==> src/rtl/freq_meas_ctrl.sv <==
// Reciprocal frequency meter sequencer: opens and closes the gate on synchronised fx
// rising edges, latches fx-period and sysclk counts, and serves them as bytes to the MCU.
module freq_meas_ctrl #(
    parameter int CNT_W          = 32,
    parameter int GATE_CYCLES    = 50000000,
    parameter int TIMEOUT_CYCLES = 100000000
) (
    input  logic             i_sysclk,
    input  logic             i_reset,
    input  logic             i_fx,
    input  logic             i_start,
    input  logic             i_cont_mode,
    input  logic             i_abort,
    input  logic             i_ack,
    input  logic [2:0]       i_rd_sel,
    output logic [7:0]       o_data_out,
    output logic             o_busy,
    output logic             o_valid,
    output logic             o_irq,
    output logic             o_timeout,
    output logic             o_ovf,
    output logic [CNT_W-1:0] o_fx_cnt,
    output logic [CNT_W-1:0] o_base_cnt
);

    localparam int GW = (GATE_CYCLES    > 1) ? $clog2(GATE_CYCLES + 1)    : 1;
    localparam int TW = (TIMEOUT_CYCLES > 1) ? $clog2(TIMEOUT_CYCLES + 1) : 1;

    localparam logic [GW-1:0]    GATE_LAST = GW'(GATE_CYCLES - 1);
    localparam logic [TW-1:0]    TO_LAST   = TW'(TIMEOUT_CYCLES - 1);
    localparam logic [CNT_W-1:0] CNT_MAX   = '1;

    localparam logic [2:0] S_IDLE  = 3'd0;
    localparam logic [2:0] S_ARM   = 3'd1;
    localparam logic [2:0] S_COUNT = 3'd2;
    localparam logic [2:0] S_CLOSE = 3'd3;
    localparam logic [2:0] S_DONE  = 3'd4;

    logic [2:0]       r_state;
    logic             r_fx_s1;
    logic             r_fx_s2;
    logic             r_fx_d;
    logic [CNT_W-1:0] r_fx_tmp;
    logic [CNT_W-1:0] r_base_tmp;
    logic [GW-1:0]    r_gate_cnt;
    logic [TW-1:0]    r_to_cnt;
    logic             r_sat;
    logic [CNT_W-1:0] r_fx_cnt;
    logic [CNT_W-1:0] r_base_cnt;
    logic             r_valid;
    logic             r_timeout;
    logic             r_ovf;
    logic [7:0]       r_data;

    logic             w_fx_rise;
    logic             w_to_hit;
    logic             w_fx_max;
    logic             w_base_max;
    logic [CNT_W-1:0] w_fx_fin;
    logic [CNT_W-1:0] w_base_fin;
    logic [31:0]      w_fx32;
    logic [31:0]      w_base32;

    assign w_fx_rise  = r_fx_s2 & ~r_fx_d;
    assign w_to_hit   = (r_to_cnt == TO_LAST);
    assign w_fx_max   = (r_fx_tmp == CNT_MAX);
    assign w_base_max = (r_base_tmp == CNT_MAX);

    // The closing edge's own period and cycle are folded in at the latch, saturating.
    assign w_fx_fin   = w_fx_max   ? CNT_MAX : r_fx_tmp + 1'b1;
    assign w_base_fin = w_base_max ? CNT_MAX : r_base_tmp + 1'b1;

    always_ff @(posedge i_sysclk) begin
        if (!i_reset) begin
            r_state    <= S_IDLE;
            r_fx_s1    <= 1'b0;
            r_fx_s2    <= 1'b0;
            r_fx_d     <= 1'b0;
            r_fx_tmp   <= '0;
            r_base_tmp <= '0;
            r_gate_cnt <= '0;
            r_to_cnt   <= '0;
            r_sat      <= 1'b0;
            r_fx_cnt   <= '0;
            r_base_cnt <= '0;
            r_valid    <= 1'b0;
            r_timeout  <= 1'b0;
            r_ovf      <= 1'b0;
        end else begin
            r_fx_s1 <= i_fx;
            r_fx_s2 <= r_fx_s1;
            r_fx_d  <= r_fx_s2;

            if (i_abort) begin
                r_state  <= S_IDLE;
                r_valid  <= 1'b0;
                r_to_cnt <= '0;
            end else begin
                case (r_state)
                    S_IDLE: begin
                        if (i_start) begin
                            r_state  <= S_ARM;
                            r_to_cnt <= '0;
                        end
                    end

                    S_ARM: begin
                        if (w_fx_rise) begin
                            r_fx_tmp   <= '0;
                            r_base_tmp <= '0;
                            r_gate_cnt <= '0;
                            r_sat      <= 1'b0;
                            r_state    <= S_COUNT;
                        end else if (w_to_hit) begin
                            r_fx_cnt   <= '0;
                            r_base_cnt <= '0;
                            r_timeout  <= 1'b1;
                            r_ovf      <= 1'b0;
                            r_valid    <= 1'b1;
                            r_state    <= S_DONE;
                        end else begin
                            r_to_cnt <= r_to_cnt + 1'b1;
                        end
                    end

                    S_COUNT: begin
                        r_gate_cnt <= r_gate_cnt + 1'b1;
                        if (w_base_max) r_sat <= 1'b1;
                        else            r_base_tmp <= r_base_tmp + 1'b1;
                        if (w_fx_rise) begin
                            if (w_fx_max) r_sat <= 1'b1;
                            else          r_fx_tmp <= r_fx_tmp + 1'b1;
                        end
                        // An fx edge in this final cycle is just counted; only CLOSE ends the gate.
                        if (r_gate_cnt == GATE_LAST) begin
                            r_state  <= S_CLOSE;
                            r_to_cnt <= '0;
                        end
                    end

                    S_CLOSE: begin
                        if (w_fx_rise) begin
                            r_fx_cnt   <= w_fx_fin;
                            r_base_cnt <= w_base_fin;
                            r_ovf      <= r_sat | w_fx_max | w_base_max;
                            r_timeout  <= 1'b0;
                            r_valid    <= 1'b1;
                            r_state    <= S_DONE;
                        end else if (w_to_hit) begin
                            r_fx_cnt   <= '0;
                            r_base_cnt <= '0;
                            r_timeout  <= 1'b1;
                            r_ovf      <= 1'b0;
                            r_valid    <= 1'b1;
                            r_state    <= S_DONE;
                        end else begin
                            r_to_cnt <= r_to_cnt + 1'b1;
                            if (w_base_max) r_sat <= 1'b1;
                            else            r_base_tmp <= r_base_tmp + 1'b1;
                        end
                    end

                    S_DONE: begin
                        if (i_ack) begin
                            r_valid  <= 1'b0;
                            r_to_cnt <= '0;
                            r_state  <= i_cont_mode ? S_ARM : S_IDLE;
                        end
                    end

                    default: r_state <= S_IDLE;
                endcase
            end
        end
    end

    assign w_fx32   = 32'(r_fx_cnt);
    assign w_base32 = 32'(r_base_cnt);

    always_ff @(posedge i_sysclk) begin
        if (!i_reset) begin
            r_data <= 8'h00;
        end else begin
            case (i_rd_sel)
                3'd0:    r_data <= w_fx32[7:0];
                3'd1:    r_data <= w_fx32[15:8];
                3'd2:    r_data <= w_fx32[23:16];
                3'd3:    r_data <= w_fx32[31:24];
                3'd4:    r_data <= w_base32[7:0];
                3'd5:    r_data <= w_base32[15:8];
                3'd6:    r_data <= w_base32[23:16];
                default: r_data <= w_base32[31:24];
            endcase
        end
    end

    assign o_data_out = r_data;
    assign o_busy     = (r_state == S_ARM) || (r_state == S_COUNT) || (r_state == S_CLOSE);
    assign o_valid    = r_valid;
    assign o_irq      = r_valid;
    assign o_timeout  = r_timeout;
    assign o_ovf      = r_ovf;
    assign o_fx_cnt   = r_fx_cnt;
    assign o_base_cnt = r_base_cnt;

endmodule

==> config.mk <==
export PLATFORM = sky130hd
export DESIGN_NAME = freq_meas_ctrl
export DESIGN_NICKNAME = d
export VERILOG_FILES = /design/src/rtl/freq_meas_ctrl.sv
export SDC_FILE = /design/constraint.sdc
export NUM_CORES = 1
export LEC_CHECK = 0
export CORE_MARGIN = 5
export CORE_UTILIZATION = 35
export DETAILED_ROUTE_END_ITERATION = 12
export PLACE_DENSITY = 0.57
export SETUP_SLACK_MARGIN = 0.4
export SLEW_MARGIN = 5
export SYNTH_ARGS = -nofsm -noshare
export SYNTH_HDL_FRONTEND = slang
export SYNTH_SLANG_ARGS = --single-unit
==> constraint.sdc <==
create_clock -name i_sysclk -period 5.9 [get_ports i_sysclk]
set_input_delay 0.59 -clock i_sysclk [delete_from_list [all_inputs] [get_ports i_sysclk]]
set_output_delay 0.59 -clock i_sysclk [all_outputs]
set_load 0.02 [all_outputs]
==> impl_metrics.tcl <==
set metrics [dict create \
    slowest_stage "a21o_1" \
    diodes 0 \
    area_delta_synth_final_pct 17.6 \
    dieWidth_um 179 \
    grt_max_degree 58 \
    synth_cell_types 67 \
    end_kind "flop" \
    yosysMostFrequentCell "dfxtp_1" \
    setup_viol 0 \
    crit_path_max_incr_delay_ps 870 \
    synthesis.nets 1236 \
    worstSetupPathType "reg2reg" \
    final-hold-violation-count 0 \
    tns_ps 0 \
    skew_ps 15.5 \
    synth_largest_area_cell "dfxtp_1" \
    ioPinCount 87 \
    dp_hpwl_um 20300 \
    setup.worst_path.start_class "flop" \
    required_ps 6270 \
    final_util_pct 41.9 \
    cts_max_level 4 \
    cts-resized-gates 0 \
    cts_tree "done" \
    numCtsBuffers 17 \
    drt_iter0_drc 702 \
    routed_wl_um 28500 \
    grt_usage_pct 17.9 \
    dieArea_um2 31900 \
    power_density_nw_per_um2 241 \
    tightest_slew_ps 1120 \
    drv_slew 0 \
    post_cts_buffers 0 \
    viasPerCell 5.43 \
    status "completed" \
    ys_ff_latch 199 \
    syn-mean-instance-area_um2 8.14 \
    path_cells "ha_1, nand2_1, nor4_2, and4_1, buf_4, a21o_1, o21ai_0, a21oi_1" \
    seq_area_frac_synth_pct 40.1 \
    antenna_found_initial 0 \
    drive_above_1_share_pct 5.86 \
    r2r-start "r_base_tmp[0]" \
    timing.slew.headroom_pct 25.5 \
    rsz0062_at_grt "false" \
    drv_cap 0 \
    initial_utilization_pct 35.6 \
    ir_drop_mv 0.226 \
    vias 8995 \
    rows 61 \
    fin_nets 1280 \
    drcViolationCount 0 \
    netlist.area_leader.share_pct 40.1 \
    routabilityCongestion 0.834 \
    hold_path.class "reg2reg" \
    startpoint "r_base_tmp[0]" \
    synth_common_cells "dfxtp_1, nand2_1, nor2_1" \
    arrival_ps 3640 \
    synth_flop_cell "dfxtp_1" \
    fmaxAchievable_ghz 0.306 \
    p_leak_nw 4.14 \
    synthCells 1222 \
    period_share_pct 55.4 \
    drtAntennaViolNets 0 \
    synthArstFlopShare_pct 0 \
    hold_start "r_fx_s1" \
    port_buffers 86 \
    synth_edf_count 0 \
    core_area_um2 27900 \
    grt_pass1_vias 8288 \
    synth_area_leaders "dfxtp_1, nand2_1, nor2_1" \
    die_y_um 179 \
    clock_sinks 199 \
    holdBufCountCts 0 \
    cts_buffer_depth 2 \
    clkLatencyLatePin_ps 440 \
    wl_per_cell_um 17.2 \
    fin_crit_ps 3270 \
    grt.overflow.total 0 \
    drt_first_pass_iters 5 \
    worstPathMaxFanout 30 \
    synth_area_um2 9940 \
    ys_warn_count 0 \
    grt_pass1_wl_um 46000 \
    path_clk_slew_ps 80 \
    cts-root-buf "clkbuf_16" \
]
-- where the power goes --
part	leakage [nW]	switching (mW)	total (mW)	internal, mW
Sequential	1.61	0.0327	1.40	1.37
Clock	0.294	0.595	1.21	0.612
Combinational	2.24	0.120	0.213	0.0933
Total	4.14	0.747	2.82	2.08
-- flip-flops by register name (all words and copies together) (netlist names) --
signal and cells:
o_base_cnt 32, o_data_out 8, o_fx_cnt 32, o_irq 1, o_ovf 1, o_timeout 1, r_base_tmp 32, r_fx_d 1
r_fx_s1 1, r_fx_s2 1, r_fx_tmp 32, r_gate_cnt 26, r_sat 1, r_state 3, r_to_cnt 27
-- logic make-up after synthesis --
kind of cell    after synthesis  synth area share, %
simple gates                522                 25.8
compound gates              294                 19.2
flops                       199                 40.1
xor+xnor                    100                 8.81
buf+inv                      90                 3.64
mux                          13                 1.90
fa+ha+maj                     4                0.503
-- layout make-up --
cell class | count | area [um2]
Fill cell | 2853 | 16200
Sequential cell | 199 | 3980
Timing Repair Buffer | 100 | 966
Clock inverter | 15 | 179
Clock buffer | 17 | 425
Inverter | 15 | 56.3
Multi-Input combinational cell | 933 | 5610
Tap cell | 378 | 473
-- worst max-delay path, delay by kind of cell (launching register included) --
| kind | cells | cell delay (ps) |
|---|---|---|
| compound gates | 3 | 1240 |
| simple gates | 3 | 950 |
| flops | 1 | 430 |
| fa+ha+maj | 1 | 290 |
| buf+inv | 1 | 270 |
-- worst paths after layout --
path                    endpoint  slack (ps)  cells after the start
setup reg to reg  r_base_tmp[30]        2630                      8
setup / recovery  r_base_tmp[30]        2630                      8
hold reg to reg          r_fx_s2         440                      1
hold / removal           r_fx_s2         440                      1
-- through the flow --
step	total power, mW	std cells	instance area (um2)	hold slack [ps]	setup slack [ps]
floorplan	1.55	1222	9940	412	3600
global placement	1.65	1625	11100	416	2460
detailed placement	1.65	1625	11100	428	2390
CTS	2.85	1657	11700	445	2610
global route	2.92	1657	11700	474	2270
finish	2.82	1657	11700	441	2630
-- cells in the final DEF, fill, tap and decap left out, types with 8 or more instances in the layout --
cell type and count:
dfxtp_1 199, nand2b_1 12, nor2b_1 10, nand3_1 61, clkdlybuf4s50_1 86, a22oi_1 35, xor2_1 59, nor4_1 8
o21ai_0 63, a21o_1 30, a21oi_1 72, buf_4 14, and4_1 16, nor2_1 137, a211oi_1 18, a31oi_1 16
xnor2_1 41, nand2_1 151, and3_1 16, nor3_1 24, nand4_1 27, clkbuf_16 17, inv_1 14, a311oi_1 13
nand3b_1 9, and2_1 18
-- layer usage --
layer	up-vias	track usage, %	wire length (um)
met1	4293	24.9	13100
met4	0	5.47	564
met5	-	0	0
met3	35	2.35	1370
met2	220	28.9	13500
li1	4447	-	-
No activity file was read; power rests on OpenSTA's default activity.
